`src/rtl/source_fsm.sv`:
```
// Serial "101" detector (overlapping) with exported one-hot state/next-state
// and a 3-bit wrap-around count of completed detections.
module source_fsm (
  output logic [2:0] y,
  output logic [3:0] n,
  output logic [3:0] s,
  input  logic       a,
  input  logic       rst,
  input  logic       clk
);

  typedef enum logic [3:0] {
    S0 = 4'b0001,
    S1 = 4'b0010,
    S2 = 4'b0100,
    S3 = 4'b1000
  } state_e;

  // Kept as a plain vector so illegal encodings can exist and be recovered from.
  logic [3:0] s_q, n_d;
  logic [2:0] y_q, y_d;

  always_comb begin
    n_d = S0;
    y_d = y_q;
    case (s_q)
      S0:      n_d = a ? S1 : S0;
      S1:      n_d = a ? S1 : S2;
      S2:      n_d = a ? S3 : S0;
      S3:      n_d = a ? S1 : S2;
      default: n_d = S0;
    endcase
    if (n_d == S3) y_d = y_q + 3'd1;
  end

  always_ff @(posedge clk) begin
    if (!rst) begin
      s_q <= S0;
      y_q <= 3'd0;
    end else begin
      s_q <= n_d;
      y_q <= y_d;
    end
  end

  assign s = s_q;
  assign n = n_d;
  assign y = y_q;

endmodule

```
`config.mk`:
```
export PLATFORM = sky130hd
export DESIGN_NAME = source_fsm
export DESIGN_NICKNAME = d
export VERILOG_FILES = /design/src/rtl/source_fsm.sv
export SDC_FILE = /design/constraint.sdc
export NUM_CORES = 1
export LEC_CHECK = 0
export ABC_AREA = 1
export BUFFER_PORTS_ARGS = -buffer_cell sky130_fd_sc_hd__buf_2
export CAP_MARGIN = 40
export CORE_AREA = 2 2 39 41
export CTS_BUF_LIST = sky130_fd_sc_hd__clkbuf_8
export CTS_CLUSTER_DIAMETER = 100
export DETAILED_ROUTE_END_ITERATION = 8
export DIE_AREA = 0 0 41 43
export GPL_TIMING_DRIVEN = 0
export MAX_ROUTING_LAYER = met4
export PLACE_DENSITY_LB_ADDON = 0.3
export REMOVE_ABC_BUFFERS = 1
export SYNTH_ARGS = -nofsm -noshare
export SYNTH_HDL_FRONTEND = slang
export SYNTH_SLANG_ARGS = --single-unit
```
`constraint.sdc`:
```
create_clock -name clk -period 2.5 [get_ports clk]
set_input_delay 0.125 -clock clk [delete_from_list [all_inputs] [get_ports clk]]
set_output_delay 0.125 -clock clk [all_outputs]
set_load 0.005 [all_outputs]
```
==> flow_summary_export.csv, run 1 <==
group,metric,value,unit
critical_path,reg2reg_depth,5,
timing,max-slew-margin-rel,84.73,%
clock_tree,clk_pin_slew_worst_paths,0.04,ns
detailed_routing,drt_pass1_iterations,4,
timing,setup_viol,0,
clock_tree,cts-buffers-inserted,3,
synth,synthCells,56,
detailed_routing,avgRoutedWirePerCell,8.315,um
synth,synth_area,386.6,um2
detailed_routing,drtIter0Drc,2,
timing,finalCriticalPeriod,1.298,ns
timing,tightestPinTransition,0.2288,ns
floorplanning,core_area,1384,um2
worst_hold_path,whs_endpoint,"s[0]",
final_layout,area_growth,33.66,%
detailed_routing,drc,0,
clock_tree,cts_tree,"done",
floorplanning,die_area,1763,um2
floorplanning,die_h,43,um
timing,finalHoldViolCount,0,
critical_path,crit_start,"s[0]",
critical_path,regToRegSetupSlack,1.55,ns
clock_tree,clock_latency,0.23,ns
timing,rsz0062_at_grt,"no",
synth,ys_seq_elements,7,
final_layout,final_nets,78,
critical_path,path_class,"reg2out",
timing,maxSlewViolCount,0,
clock_tree,clock_path_buffers,2,
timing,fin_worst_skew,0.001481,ns
global_route,antenna_found_initial,0,
clock_tree,clock_sinks,7,
job,cap_violations,0,
global_route,grtUsageTotal,10.62,%
place,gp_congestion,0.6767,
synth,seq_area_frac_synth,36.25,%
place,portBuffers,13,
synth,syn_avg_cell_area,6.904,um2
status,status,"finished, final reports clean",
synth,synth_cell_types,15,
critical_path,crit_path_start_kind,"flop",
floorplanning,die_x,41,um
critical_path,r2r_end,"y[0]",
detailed_routing,vias_per_cell,4.124,
global_route,grt_max_degree,8,
timing,fin_crit_sh,51.91,%
critical_path,cp.required,2.38,ns
global_route,grt_pass1_wl,1152,um
final_layout,n_antenna_cell,0,
critical_path,crit_fanout,5,
global_route,grt_pass1_vias,289,
timing,fin_tns_setup,0,ns
final_layout,final_cells,89,
pwr,total_power,0.3153,mW
detailed_routing,finalWirelength,740,um
detailed_routing,vias,367,
clock_tree,cts_setup_buffers,0,
timing,max_freq,0.7706,GHz
worst_hold_path,min_path_type,"in2reg",
synth,synth_warnings,0,
pwr,leakage,0.2898,nW
detailed_routing,ant_nets,0,
global_route,globalRoute.totalOverflow,0,
floorplanning,core.rowCount,14,
critical_path,reg2reg_from,"s[2]",
floorplanning,io_pins,14,
clock_tree,ctsHoldBuffers,0,
place,place_hpwl,589.5,um
critical_path,cp.arrival,1.17,ns
pwr,power-per-cell-area,610.1,nW/um2
place,dpl.cell_count,85,
final_layout,final_util,37.34,%
clock_tree,ctsResizeCount,0,
pwr,ir_drop,0.0003146,V
clock_tree,cts-root-buf,"clkbuf_8",
worst_hold_path,min-delay-start,"rst",
critical_path,cp-end-kind,"output port",
floorplanning,start_util,27.94,%
worst_hold_path,min_path_cells,2,
clock_tree,htreeDepth,1,
final_layout,drive_gt1_share,34.25,%
cell usage after synthesis:
| cell type | instances | area [um2] |
|---|---|---|
| a21oi_1 | 1 | 5.000 |
| dfxtp_1 | 7 | 140.1 |
| ha_1 | 1 | 12.51 |
| inv_1 | 11 | 41.29 |
| inv_2 | 2 | 7.510 |
| nand2_1 | 15 | 56.30 |
| nand2_2 | 1 | 6.260 |
| nand3_1 | 3 | 15.01 |
| nand3_2 | 2 | 20.02 |
| nand3_4 | 1 | 17.52 |
| nor2_1 | 7 | 26.28 |
| nor2_2 | 1 | 6.260 |
| nor2_4 | 2 | 22.52 |
| nor3_1 | 1 | 5.000 |
| o21ai_1 | 1 | 5.000 |
cell type report:
cell class                      instances  area, um2
Clock buffer                            3      41.29
Clock inverter                          1      3.754
Fill cell                             151      867.1
Inverter                               13      48.80
Multi-Input combinational cell         36      197.7
Sequential cell                         7      140.1
Tap cell                               16      20.02
Timing Repair Buffer                   13      65.06
through the flow:
| step | setup slack, ns | instance area [um2] | hold WS, ns |
|---|---|---|---|
| 3_3_place_gp | 1.449 | 471.7 | 0.3540 |
| 2_1_floorplan | 1.581 | 386.6 | 0.2037 |
| 5_1_grt | 1.086 | 516.7 | 0.1333 |
| 6_report | 1.202 | 516.7 | 0.1248 |
| 4_1_cts | 1.175 | 516.7 | 0.1213 |
| 3_5_place_dp | 1.429 | 471.7 | 0.3606 |
registers in the layout, indices dropped and copies added, names as in the netlist:
name / cells
s: 4
y: 3
layout by cell type, fill, tap and decap left out, drive strengths merged:
| cell | count |
|---|---|
| nor2 | 10 |
| nor3 | 1 |
| dfxtp | 7 |
| nand3 | 6 |
| a21oi | 1 |
| buf | 13 |
| inv | 14 |
| clkbuf | 3 |
| ha | 1 |
| nand2 | 16 |
| o21ai | 1 |
critical path, stage by stage (launching register included):
cell,delay [ns]
dfxtp_1,0.43
nor2_1,0.09
nand3_2,0.11
nand2_1,0.05
nand2_1,0.09
inv_1,0.04
buf_2,0.12
where the power goes:
| group | internal (mW) | leakage, nW | switching (mW) |
|---|---|---|---|
| sequential | 0.116 | 0.0569 | 0.00554 |
| clock | 0.106 | 0.0269 | 0.0502 |
| combinational | 0.0161 | 0.206 | 0.0215 |
how the worst max path moves through the flow:
stage	slack, ns	depth (start not counted)	end
global placement	1.45	6	n[1]
detailed placement	1.43	6	n[1]
CTS	1.17	6	n[1]
global route	1.09	6	n[1]
finish	1.20	6	n[1]
floorplan	1.58	6	n[1]
logic make-up after synthesis:
group	after synthesis	share of synthesized area, %
fa+ha+maj	1	3.236
buf+inv	13	12.62
simple gates	33	45.31
flops	7	36.24
compound gates	2	2.587
routing by layer:
layer  wire length [um]  vias up  share of wire [%]  global-route usage, %
li1                   -      203                  -                      -
met1                351      149                 47                  11.97
met2                305       13                 41                  14.06
met3                 61        2                8.2                  4.712
met4                 21        0                2.8                  8.000
met5                  0        -                  0                      -
(Power assumes the default switching activity.)
==> run 2, diff against run 1 <==
- clock period: 2.5 -> 1.2 ns (I/O delays scaled with it)
==> run 2 against run 1 <==
Against the previous run:
- utilization increased by 0.90 points
- cell area is 2.4% higher
- register-to-register slack got worse by 1.3 ns
- worst hold slack got worse by 0.065 ns
==> flow_summary_export.csv, run 2 (same netlist as run 1, synthesis figures left out) <==
group,metric,value,unit
final_layout,layout_common_cells,"13 x nand2_1, 13 x buf_2, 12 x inv_1, 6 x nor2_1, 4 x dfxtp_2",
detailed_routing,avgRoutedWirePerCell,8.360,um
critical_path,cp.required,1.14,ns
pwr,seqPwrFrac,38.3,%
floorplanning,start_util,27.94,%
global_route,antenna_found_initial,0,
clock_tree,htreeDepth,1,
pwr,ir_drop,0.0006540,V
global_route,grt_util_met2,14.06,%
place,gp_congestion,0.6767,
clock_tree,cts_tree,"done",
timing,tightestPinTransition,0.1482,ns
final_layout,final_nets,78,
floorplanning,die_x,41,um
final_layout,largest_reg_flops,4,
critical_path,crit_start,"s[3]",
critical_path,path_class,"reg2out",
critical_path,crit_path_start_kind,"flop",
critical_path,crit_fanout,4,
critical_path,reg2reg_from,"y[0]",
clock_tree,clk_pin_slew_worst_paths,0.04,ns
floorplanning,io_pins,14,
final_layout,area_growth,36.89,%
pwr,switchingPower,0.1660,mW
place,portBuffers,13,
clock_tree,clock_latency,0.23,ns
timing,setup_viol,0,
timing,fin_tns_setup,0,ns
final_layout,drive_gt1_share,43.84,%
timing,maxSlewViolCount,0,
global_route,grt.busiest_layer,"met2",
pwr,pwr-share-comb,12.5,%
detailed_routing,drt_pass1_iterations,4,
critical_path,cp-end-kind,"output port",
pwr,leakage,0.2912,nW
timing,fin_crit_sh,98.83,%
job,cap_violations,0,
status,status,"finished, final reports clean",
global_route,use_met3,4.712,%
detailed_routing,drtIter0Drc,2,
critical_path,cp.arrival,1.13,ns
global_route,globalRoute.totalOverflow,0,
timing,finalHoldViolCount,0,
clock_tree,cts-root-buf,"clkbuf_8",
clock_tree,clock_sinks,7,
timing,fin_worst_skew,0.0003159,ns
global_route,grt_pass1_wl,1152,um
clock_tree,clock_path_buffers,2,
global_route,grtUsageMet1,11.97,%
clock_tree,cts-buffers-inserted,3,
timing,finalCriticalPeriod,1.186,ns
floorplanning,die_area,1763,um2
worst_hold_path,min_path_type,"in2reg",
timing,rsz0062_at_grt,"yes",
detailed_routing,drc,0,
clock_tree,cts_setup_buffers,0,
detailed_routing,vias_per_cell,4.101,
pwr,swShare,24.91,%
timing,max_freq,0.8432,GHz
floorplanning,core.rowCount,14,
timing,whs,0.05996,ns
worst_hold_path,min-delay-start,"rst",
global_route,grt_max_degree,8,
global_route,grtUsageTotal,10.62,%
detailed_routing,finalWirelength,744,um
detailed_routing,ant_nets,0,
pwr,power-per-cell-area,1259,nW/um2
detailed_routing,vias,365,
final_layout,n_antenna_cell,0,
place,place_hpwl,589.5,um
floorplanning,die_h,43,um
global_route,grt_pass1_vias,289,
floorplanning,core_area,1384,um2
timing,max-slew-margin-rel,90.12,%
pwr,intPower,0.5003,mW
pwr,clkPwrFrac,49.2,%
==> run 2: final cells by class <==
| class | instances | area (um2) |
|---|---|---|
| Clock buffer | 3 | 41.29 |
| Clock inverter | 1 | 3.754 |
| Fill cell | 144 | 854.6 |
| Inverter | 13 | 48.80 |
| Multi-Input combinational cell | 36 | 205.2 |
| Sequential cell | 7 | 145.1 |
| Tap cell | 16 | 20.02 |
| Timing Repair Buffer | 13 | 65.06 |
==> run 2: timing repair <==
action                     CTS  global route
gates resized for setup      5             2
setup endpoints to repair    2             2
gates cloned                 0             0
pin swaps                    0             2
hold buffers                 0             0
==> run 2: path summary, 6_finish.rpt <==
path         slack (ns)  depth (start not counted)  endpoint
min reg2reg        0.49                          2      y[2]
min                0.06                          2      s[0]
max                0.01                          5      n[0]
max reg2reg        0.27                          6      y[2]
==> run 2: power groups by stage <==
| stage | sequential, mW | combinational (mW) | clock [mW] |
|---|---|---|---|
| global route | 0.256 | 0.0946 | 0.358 |
| detailed placement | 0.257 | 0.0806 | 0 |
| CTS | 0.255 | 0.0818 | 0.339 |
| global placement | 0.257 | 0.0791 | 0 |
| finish | 0.255 | 0.0835 | 0.328 |
| floorplan | 0.257 | 0.0478 | 0 |
==> run 2: layer usage <==
| layer | routed length (um) | vias up |
|---|---|---|
| met5 | 0 | - |
| met4 | 21 | 0 |
| li1 | - | 202 |
| met2 | 300 | 13 |
| met3 | 60 | 2 |
| met1 | 361 | 148 |
==> run 2: per-stage QoR <==
stage                     instances  power [mW]  worst slack [ns]  util, %  instance area, um2
after floorplan                  56      0.3046            0.2980        -               386.6
after global placement           85      0.3358            0.2141    34.09               471.7
after detailed placement         85      0.3373            0.1943    34.09               471.7
after CTS                        89      0.6757         -0.006075    37.88               524.3
after global routing             89      0.7078          -0.06762    38.25               529.3
final                            89      0.6664           0.01403    38.25               529.3
==> run 2: worst max-delay path: stages (launching register included) <==
cell and delay, ns:
dfxtp_2 0.34, nor2_4 0.16, nand3_2 0.11, nand3_1 0.11
nand2_1 0.06, buf_2 0.12
